--- src/rtl/fifo_byte_drain.sv ---
// fifo_byte_drain: pops 36-bit words from a first-word-fall-through FIFO in
// bursts and serialises each word little-endian into five bytes on a
// valid/ready byte stream. Bursts start when the FIFO is above its
// almost-empty mark, or when a flush timer expires with data still waiting.
module fifo_byte_drain #(
  parameter int unsigned BURST_WORDS  = 16,
  parameter int unsigned FLUSH_CYCLES = 1024
) (
  input  logic        CLK,
  input  logic        RSTN,
  input  logic [35:0] DO,
  input  logic        EMPTY,
  input  logic        ALMOSTEMPTY,
  output logic        RDEN,
  output logic [7:0]  BYTE,
  output logic        BVALID,
  input  logic        BREADY,
  output logic        BUSY
);

  localparam int unsigned TW = $clog2(FLUSH_CYCLES + 1);
  localparam int unsigned CW = (BURST_WORDS > 1) ? $clog2(BURST_WORDS) : 1;
  localparam logic [TW-1:0] TIMER_MAX  = TW'(FLUSH_CYCLES);
  localparam logic [CW-1:0] COUNT_INIT = CW'(BURST_WORDS - 1);

  typedef enum logic {
    IDLE,
    SEND
  } state_t;

  state_t          state;
  state_t          state_n;
  logic [35:0]     shift;
  logic [2:0]      idx;
  logic [CW-1:0]   cnt;
  logic [TW-1:0]   timer;
  logic            start;
  logic            next_word;
  logic            advance;

  // Next-state and pop decisions; the pop strobe is combinational so the
  // FWFT word on DO is consumed in the same cycle it is captured.
  always_comb begin
    state_n   = state;
    start     = 1'b0;
    next_word = 1'b0;
    advance   = 1'b0;
    case (state)
      IDLE: begin
        if (!EMPTY && (!ALMOSTEMPTY || timer == TIMER_MAX)) begin
          start   = 1'b1;
          state_n = SEND;
        end
      end
      SEND: begin
        if (BREADY) begin
          if (idx != 3'd4) begin
            advance = 1'b1;
          end else if (cnt != '0 && !EMPTY) begin
            next_word = 1'b1;
          end else begin
            state_n = IDLE;
          end
        end
      end
      default: state_n = IDLE;
    endcase
    RDEN = RSTN & (start | next_word);
  end

  // State register.
  always_ff @(posedge CLK) begin
    if (!RSTN) begin
      state <= IDLE;
    end else begin
      state <= state_n;
    end
  end

  // Word capture, byte shifting, byte index and burst word counter.
  always_ff @(posedge CLK) begin
    if (!RSTN) begin
      shift <= '0;
      idx   <= '0;
      cnt   <= '0;
    end else if (start) begin
      shift <= DO;
      idx   <= '0;
      cnt   <= COUNT_INIT;
    end else if (next_word) begin
      shift <= DO;
      idx   <= '0;
      cnt   <= cnt - CW'(1);
    end else if (advance) begin
      shift <= {8'h00, shift[35:8]};
      idx   <= idx + 3'd1;
    end
  end

  // Flush timer: counts idle cycles with data held back by ALMOSTEMPTY.
  // It is cleared on start and therefore reads zero throughout a burst.
  always_ff @(posedge CLK) begin
    if (!RSTN) begin
      timer <= '0;
    end else if (state == IDLE) begin
      if (start || EMPTY) begin
        timer <= '0;
      end else if (ALMOSTEMPTY && timer != TIMER_MAX) begin
        timer <= timer + TW'(1);
      end
    end
  end

  assign BYTE   = shift[7:0];
  assign BVALID = (state == SEND);
  assign BUSY   = (state == SEND);

endmodule

--- config.mk ---
export PLATFORM = sky130hd
export DESIGN_NAME = fifo_byte_drain
export DESIGN_NICKNAME = d
export VERILOG_FILES = /design/src/rtl/fifo_byte_drain.sv
export SDC_FILE = /design/constraint.sdc
export NUM_CORES = 1
export LEC_CHECK = 0
export CAP_MARGIN = 25
export CORE_MARGIN = 3
export CORE_UTILIZATION = 45
export DETAILED_ROUTE_END_ITERATION = 16
export MAX_ROUTING_LAYER = met4
export PLACE_DENSITY = 0.72
export SKIP_LAST_GASP = 1
export SYNTH_ARGS = -nofsm -noshare
export SYNTH_HDL_FRONTEND = slang
export SYNTH_SLANG_ARGS = --single-unit
--- constraint.sdc ---
create_clock -name CLK -period 1.9 [get_ports CLK]
set_input_delay 0.38 -clock CLK [delete_from_list [all_inputs] [get_ports CLK]]
set_output_delay 0.38 -clock CLK [all_outputs]
set_load 0.02 [all_outputs]
# [Word-level counts from Yosys, hierarchy flattened]
# Cells that the tools add are included.
[totals] input_bits=41 reg_bits=55 out_inout_bits=11
[classes] n_addsub=3 eq_ne=3 n_reduce_logical=13 bitwise=4 muxes=19
[op_table] cell="$mux 36" n=3
[op_table] cell="$mux 11" n=2
[op_table] cell="$add 11x1->11 const B" n=1
[op_table] cell="$eq 11x11->1 const B" n=1
[op_table] cell="$mux 1" n=11
[op_table] cell="$ne 11x11->1 const B" n=1
[op_table] cell="$mux 4" n=2
[op_table] cell="$reduce_bool 2->1" n=2
[op_table] cell="$reduce_bool 4->1" n=1
[op_table] cell="$sub 4x1->4 const B" n=1
[op_table] cell="$add 3x1->3 const B" n=1
[op_table] cell="$logic_and 1x1->1" n=3
[op_table] cell="$ne 3x3->1 const B" n=1
[op_table] cell="$reduce_bool 3->1" n=1
[op_table] cell="$reduce_or 3->1" n=1
[op_table] cell="$logic_not 1->1" n=2
[op_table] cell="$logic_or 1x1->1" n=2
[op_table] cell="$not 1->1" n=2
[op_table] cell="$pmux 1 s2" n=1
[op_table] cell="$reduce_and 2->1" n=1
[op_table] cell="$and 1x1->1" n=1
[op_table] cell="$or 1x1->1" n=1

# [Depth between registers and ports, before layout]
# Gate-level depths: netlist (run 1).
[depth] depth_word=8 depth_mapped=8 depth_no_buf=6

# [Worst setup path after synthesis (run 1)]
# No wires, ideal clock.
[synth_timing] kind="register to output" startpoint="register idx[0]" endpoint="output port RDEN" arrival_time_ns=1.736 stages_incl_launch_ff=8 slack_ns=-0.216 path_buffers=1 cell_sequence="dfxtp_1 inv_1 ha_1 nand4_1 a211oi_1 o21bai_4 buf_4 and2_1"
[synth_via] elab_chain_len=6
[synth_lines] item="from (decl)" line_no="34" rtl="logic [2:0] idx;"
[synth_lines] item="from (signal assigned)" line_no="96" rtl="idx <= idx + 3'd1;"
[synth_lines] item="$ne 3x3->1" line_no="57" rtl="if (idx != 3'd4) begin"
[synth_lines] item="$mux 1" line_no="57"
[synth_lines] item="$mux 1" line_no="56" rtl="if (BREADY) begin"
[synth_lines] item="$mux 1" line_no="48" rtl="case (state)"
[synth_lines] item="$or 1x1->1" line_no="68" rtl="RDEN = RSTN & (start | next_word);"
[synth_lines] item="$and 1x1->1" line_no="68"
[synth_lines] item="to (decl)" line_no="14" rtl="output logic RDEN,"
# No other way between the ends.

# [Worst setup path after layout (run 1)]
[layout_timing] startpoint="register idx[1]" endpoint="output port RDEN"
# Same word-level chain as after synthesis.

==> results of run 1 <==
per-layer routing:
layer	share of wire [%]	wire length, um	GRT usage, %
met2	45	2820	26.6
met1	50	3150	23.5
met3	3.8	240	3.48
met5	0	0	-
met4	1.3	81	4.67
layout make-up:
| type | instances | area share [%] |
|---|---|---|
| clock buffer | 5 | 1.77 |
| clock inverter | 3 | 0.578 |
| inverter | 8 | 0.770 |
| multi-input combinational | 252 | 44.5 |
| sequential | 55 | 28.3 |
| tap | 77 | 2.47 |
| timing repair buffer | 93 | 21.6 |
worst min-delay path: stages (launching register included):
cell and delay [ns]:
dfxtp_1 0.32, nand3_1 0.06, mux2i_1 0.06
worst max path at each step:
stage,to,slack (ns),depth (start not counted)
global placement,RDEN,-0.63,6
CTS,RDEN,-0.18,7
detailed placement,RDEN,-0.69,6
global route,RDEN,-0.22,7
floorplan,RDEN,0.01,7
finish,RDEN,-0.11,7
kinds of logic (layout without fill, tap and decap cells):
family	Yosys count	in the layout	share of synthesized area, %
DFF	55	55	36.3
muxes	39	39	12.9
buffers and inverters	45	109	7.83
AOI/OAI and AO/OA	75	75	16.5
xor gates and xnor gates	11	11	3.17
adders and majority gates	5	5	2.06
and+or+nand+nor	122	122	21.3
sequential cells by signal, summed over array words and instances, names as in the netlist:
| signal | count |
|---|---|
| BUSY | 1 |
| cnt | 4 |
| idx | 3 |
| shift | 36 |
| timer | 11 |
report_power, final:
group	switching [mW]	leakage, nW	total [mW]	internal [mW]
sequential	0.0238	0.450	1.23	1.21
clock	0.394	0.0485	0.659	0.265
combinational	0.182	1.11	0.395	0.213
total	0.600	1.61	2.28	1.68
layout by cell type, fill, tap and decap left out, types with 3 or more instances in the layout:
| cell type | count |
|---|---|
| xnor2_1 | 7 |
| nand4_1 | 4 |
| dfxtp_1 | 52 |
| buf_4 | 40 |
| a31oi_1 | 3 |
| nor2_1 | 11 |
| a21boi_0 | 28 |
| o21ai_0 | 29 |
| clkbuf_8 | 5 |
| dlygate4sd2_1 | 4 |
| clkdlybuf4s50_1 | 45 |
| nand2_1 | 43 |
| a21oi_1 | 6 |
| and3_1 | 30 |
| ha_1 | 4 |
| dfxtp_2 | 3 |
| xor2_1 | 4 |
| nand3_1 | 16 |
| mux2i_1 | 38 |
| inv_1 | 6 |
| nor3_1 | 4 |
repair_timing:
action	in CTS	in global routing
buffers inserted	2	1
endpoints found under the setup margin	44	42
pin swaps	6	3
resized for setup	17	4
==> qor.csv, run 1 <==
metric,value,unit
n_antenna_cell,0,
regArea,1100,sq um
crit_arrival,1.63,ns
clock-sinks,55,
min_period,2.01,ns
yosys.cell_count.top_type,dfxtp_1,
port-buffer-count,51,
dpl-instance-area,3760,sq um
reg2reg_from,idx[1],
fin_crit_sh,106,%
ys_ff_latch,55,
core_area,6460,sq um
slowest_stage,dfxtp_2,
syn_nets,398,
violations,setup timing,
tns,-0.436,ns
hp-start,shift[34],
end_kind,output port,
hold_end,shift[34],
hold_violations,0,
start_kind,register,
synth_top_cells_by_count,"dfxtp_1 (55), nand2_1 (43), mux2i_1 (38), and3_1 (30), o21ai_0 (29)",
yosys_warnings,0,
fin_skew,0.0132,ns
routedWlPerCell,12.8,um
status,finished with violations,
ys_top_cells_by_area,"dfxtp_1 (36%), mux2i_1 (13%), a21boi_0 (6.9%), and3_1 (6.2%), nand2_1 (5.3%)",
synth_edf_count,0,
synth_largest_area_cell,dfxtp_1,
worst-path-buf-inv,2,
async_reset_ff_share,0,%
numCtsBuffers,5,
die_x,88.1,um
fillers,587,
timing.rr.end,shift[27],
fp.dieH,88.1,um
fmax,0.498,GHz
fin_nets,461,
power.density,586,nW/um^2
clkLatencyLatePin,0.31,ns
root_buffer,clkbuf_8,
cts_tree,built,
crit_family,compound AO/OA/AOI/OAI gates,
pre_cts_slack,-0.689,ns
final_util,60.3,%
peakVddDrop,0.000462,V
dieArea,7770,sq um
num_vias,2543,
routed_wl,6300,um
layout-drive-gt1-share,16.6,%
syn_avg_cell_area,8.63,sq um
hpwl,4460,um
worstSetupPathType,reg -> out,
ys_seq_area_share,36.3,%
ff2ff_path_depth,7,
crit_path_max_fanout,2,
clock_path_buffers,2,
antenna_found_initial,0,
grt_pass1_vias,2359,
tightestPinTransition,0.634,ns
leakagePower,1.61,nW
initial_core_util,47.0,%
hp-class,reg -> reg,
holdWs,0.473,ns
crit_start,idx[1],
instances_no_fill,493,
cts-htree-levels,2,
setup_viol,27,
grt_max_degree,47,
dp.cells,482,
design_area,3900,sq um
rsz0062_at_grt,true,
clk_pin_slew,0.10,ns
num_io_pins,52,
ctsHoldBuffers,0,
reg2reg_slack,-0.05,ns
max_stage_delay,0.34,ns
synth_top_cell_area_share,36.3,%
drtAntennaViolNets,0,
dr.pass1.iters,5,
path_cells,"inv_2, ha_4, nand4_1, a211oi_2, o21bai_4, and2_4, buf_6",
synth_area,3040,sq um
synth.distinct_cells,39,
place_congestion,0.753,
overflow,0,
synth_cells,352,
track_usage,17.4,%
placementRows,29,
synth_ff_type,dfxtp_1,
drc,0,
drt_iter0_drc,134,
maxCapViolCount,0,
multi_input_comb_area,1730,sq um
relSlewSlack,57.8,%
critPathRequiredTime,1.52,ns
syn_to_final_growth,28.3,%
grt_pass1_wl,10600,um
setup_slack,-0.108,ns
p_total,2.28,mW
vias_per_cell,5.16,
holdPathStages,2,
slew_viol_final,0,
(Power assumes the default switching activity.)
==> inputs of run 2 (changes only) <==
--- a/config.mk
+++ b/config.mk
@@ -6,6 +6,7 @@
 export NUM_CORES = 1
 export LEC_CHECK = 0
 export CAP_MARGIN = 25
+export CORE_ASPECT_RATIO = 0.75
 export CORE_MARGIN = 3
 export CORE_UTILIZATION = 45
 export DETAILED_ROUTE_END_ITERATION = 16
==> qor.csv, run 2 (synthesis gave the netlist of run 1 again) <==
metric,value,unit
p_seq_share,52.5,%
antenna_found_initial,0,
hp-class,reg -> reg,
routedWlPerCell,13.2,um
hold_end,shift[28],
clock-sinks,55,
reg2reg_slack,-0.06,ns
num_io_pins,52,
p_total,2.34,mW
dr.pass1.iters,4,
hpwl,4670,um
grtUsageMet3,3.73,%
syn_to_final_growth,30.3,%
design_area,3960,sq um
leakagePower,1.63,nW
fin_nets,467,
track_usage,18.5,%
port-buffer-count,51,
slew_viol_final,0,
tightestPinTransition,0.643,ns
clk_pin_slew,0.09,ns
holdWs,0.473,ns
hold_violations,0,
drc,0,
root_buffer,clkbuf_8,
top_usage_layer,met2,
final_util,61.7,%
combPwrFrac,17.6,%
layout_common_cells,"dfxtp_1 (54), clkdlybuf4s50_1 (46), buf_4 (46)",
critPathRequiredTime,1.52,ns
cts-htree-levels,2,
crit_arrival,1.63,ns
ff2ff_path_depth,7,
core_area,6410,sq um
numCtsBuffers,5,
place_congestion,0.815,
internal-power,1.76,mW
fp.dieH,77.1,um
reg_top3,"shift: 36 flops, timer: 11 flops, cnt: 4 flops",
start_kind,register,
ctsHoldBuffers,0,
power.density,593,nW/um^2
placementRows,25,
dieArea,7780,sq um
die_x,101,um
peakVddDrop,0.000346,V
worstSetupPathType,reg -> out,
met2_usage,29.4,%
min_period,2.01,ns
reg2reg_from,idx[0],
setup_slack,-0.112,ns
grt_pass1_wl,11700,um
routed_wl,6640,um
grt_use_met1,24.1,%
timing.rr.end,shift[11],
num_vias,2607,
end_kind,output port,
switching_share,24.8,%
fmax,0.497,GHz
relSlewSlack,57.1,%
violations,setup timing,
holdPathStages,2,
dpl-instance-area,3800,sq um
overflow,0,
rsz0062_at_grt,true,
fin_skew,0.00812,ns
drt_iter0_drc,139,
status,finished with violations,
layout-drive-gt1-share,17.1,%
p_switching,0.580,mW
largest_reg_flops,36,
fin_crit_sh,106,%
grt_max_degree,42,
vias_per_cell,5.18,
clkLatencyLatePin,0.30,ns
crit_path_max_fanout,2,
cts_tree,built,
top_register,shift,
n_antenna_cell,0,
final_common_cell,dfxtp_1,
maxCapViolCount,0,
clock_path_buffers,2,
hp-start,shift[28],
grt_pass1_vias,2621,
initial_core_util,47.4,%
drtAntennaViolNets,0,
setup_viol,37,
clock_power_share,29.9,%
## run 2: worst max-delay path, stage by stage (launching register included)
cell      delay [ns]
dfxtp_2         0.34
inv_2           0.07
ha_4            0.14
nand4_1         0.11
a211oi_2        0.22
o21bai_4        0.17
and2_4          0.17
buf_6           0.11
## run 2: per-layer routing
layer / up-vias / part of all wire (%)
met5: - / 0
met4: 0 / 1.4
met3: 9 / 5.1
met2: 45 / 45
met1: 1189 / 48
li1: 1364 / -
## run 2: worst max-delay path by stage
stage               depth (start not counted)  startpoint    to  slack [ns]
floorplan                                   7      idx[0]  RDEN        0.01
global placement                            6      BREADY  RDEN       -0.64
detailed placement                          6      BREADY  RDEN       -0.67
CTS                                         7      idx[0]  RDEN       -0.17
global route                                7      idx[0]  RDEN       -0.22
finish                                      7      idx[0]  RDEN       -0.11
## run 2: what timing repair did
item / 4_1_cts / 5_1_grt
hold endpoints to repair: 0 / 0
buffers inserted: 4 / 1
resized for setup: 15 / 2
pin swaps: 5 / 1
setup endpoints to repair: 44 / 43
## run 2: stage by stage
| stage | worst slack [ns] | std cells | setup TNS (ns) |
|---|---|---|---|
| 5_1_grt | -0.217 | 503 | -6.51 |
| 2_1_floorplan | 0.0116 | 352 | 0 |
| 6_report | -0.112 | 503 | -0.951 |
| 3_3_place_gp | -0.642 | 490 | -15.02 |
| 4_1_cts | -0.169 | 502 | -2.69 |
| 3_5_place_dp | -0.673 | 490 | -17.33 |
## run 2: power groups by stage
stage / Sequential (mW) / Combinational (mW) / Clock [mW]
final: 1.23 / 0.413 / 0.701
after global routing: 1.24 / 0.454 / 0.769
after CTS: 1.23 / 0.411 / 0.727
after detailed placement: 1.26 / 0.405 / 0
after global placement: 1.25 / 0.397 / 0
after floorplan: 1.25 / 0.237 / 0
## run 2: area by class of cell
cell class                 count  area [sq um]
sequential                    55          1100
clock buffer                   7          96.3
timing repair buffer          99           888
fill                         569          2460
clock inverter                 1          7.51
multi-input combinational    252          1730
tap                           81           101
inverter                       8          30.0
==> inputs of run 3 (changes only) <==
==> constraint.sdc (replaced) <==
create_clock -name CLK -period 1.9 [get_ports CLK]
set_input_delay 0.285 -clock CLK [delete_from_list [all_inputs] [get_ports CLK]]
set_output_delay 0.285 -clock CLK [all_outputs]
set_load 0.02 [all_outputs]
==> qor.csv, run 3 (synthesis gave the netlist of run 1 again) <==
metric,value,unit
drc,0,
grtUsageMet3,3.36,%
grt_use_met1,24.8,%
overflow,0,
root_buffer,clkbuf_8,
slew_viol_final,0,
placementRows,25,
core_area,6410,sq um
peakVddDrop,0.000419,V
power.density,602,nW/um^2
end_kind,output port,
place_congestion,0.861,
pre_cts_slack,-0.558,ns
leakagePower,1.63,nW
critPathRequiredTime,1.62,ns
drt_iter0_drc,93,
maxCapViolCount,0,
worstSetupPathType,reg -> out,
clock-sinks,55,
syn_to_final_growth,30.8,%
crit_path_max_fanout,2,
fin_nets,467,
hp-class,reg -> reg,
dieArea,7780,sq um
violations,setup timing,
dr.pass1.iters,4,
vias_per_cell,5.19,
tightestPinTransition,0.476,ns
setup_slack,-0.104,ns
port-buffer-count,51,
clock_path_buffers,2,
fmax,0.499,GHz
fp.dieH,77.1,um
holdWs,0.472,ns
setup_viol,2,
layout_common_cells,"dfxtp_1 (50), clkdlybuf4s50_1 (49), buf_4 (45)",
antenna_found_initial,0,
layout-drive-gt1-share,18.3,%
grt_max_degree,75,
crit_arrival,1.72,ns
top_usage_layer,met2,
grt_pass1_vias,2501,
final_common_cell,dfxtp_1,
reg_top3,"shift: 36 flops, timer: 11 flops, cnt: 4 flops",
reg2reg_from,idx[0],
fin_crit_sh,105,%
dp.cells,487,
cts-htree-levels,2,
crit_start,idx[0],
die_x,101,um
cts_tree,built,
hp-start,shift[32],
drtAntennaViolNets,0,
top_register,shift,
num_vias,2605,
hold_violations,0,
start_kind,register,
fillers,559,
num_io_pins,52,
min_period,2.00,ns
rsz0062_at_grt,true,
relSlewSlack,68.0,%
final_util,62.0,%
status,finished with violations,
initial_core_util,47.4,%
largest_reg_flops,36,
ctsHoldBuffers,0,
clk_pin_slew,0.09,ns
routed_wl,6900,um
n_antenna_cell,0,
numCtsBuffers,5,
clkLatencyLatePin,0.30,ns
instances_no_fill,502,
tns,-0.187,ns
fin_skew,0.0104,ns
hpwl,4670,um
routedWlPerCell,13.7,um
met2_usage,28.1,%
grt_pass1_wl,11400,um
track_usage,18.2,%
==> run 3: cell types whose count changed in the layout (fill, tap and decap cells not counted), moves of 3 or more <==
cell	previous run	this run
dlygate4sd2_1	3	0
dfxtp_1	54	50
dfxtp_2	1	5
clkdlybuf4s50_1	46	49
==> run 3: per-layer routing <==
metal | routed length, um | part of all wire, %
met1 | 3370 | 49
met2 | 3180 | 46
met3 | 310 | 4.5
met4 | 44 | 0.64
met5 | 0 | 0
==> run 3: power breakdown <==
group          switching [mW]  internal [mW]  total, mW  leakage (nW)
registers              0.0258           1.21       1.23         0.451
clock network           0.354          0.387      0.741        0.0513
logic                   0.191          0.228      0.419          1.13
total                   0.570           1.82       2.39          1.63
==> run 3: layout make-up <==
class | instances | area, sq um | area share, %
Tap cell | 81 | 101 | 2.55
Timing Repair Buffer | 99 | 898 | 22.6
Clock inverter | 1 | 30.0 | 0.756
Inverter | 8 | 30.0 | 0.756
Clock buffer | 6 | 72.6 | 1.83
Sequential cell | 55 | 1110 | 27.9
Multi-Input combinational cell | 252 | 1730 | 43.6
==> run 3: metrics by stage <==
stage	area (sq um)	power [mW]
4_1_cts	3940	2.41
2_1_floorplan	3040	1.49
3_5_place_dp	3770	1.66
5_1_grt	3970	2.51
3_3_place_gp	3770	1.65
6_report	3970	2.39
==> run 3: worst max-delay path, stage by stage (launching register included) <==
cell and delay [ns]:
dfxtp_2 0.33, inv_2 0.07, ha_4 0.14, nand4_1 0.11
a211oi_2 0.29, o21bai_4 0.19, and2_4 0.18, buf_6 0.11
==> run 3: timing repair <==
item,CTS,global route
endpoints found under the setup margin,40,40
pin swaps,6,6
cloned,0,0
setup buffers,7,1
gates resized for setup,16,8
==> run 3: final timing paths <==
check / end / slack (ns) / cells past startpoint
worst max-delay path: RDEN / -0.10 / 7
worst max register to register: cnt[1] / -0.08 / 11
worst min register to register: shift[32] / 0.47 / 2
worst min-delay path: shift[32] / 0.47 / 2
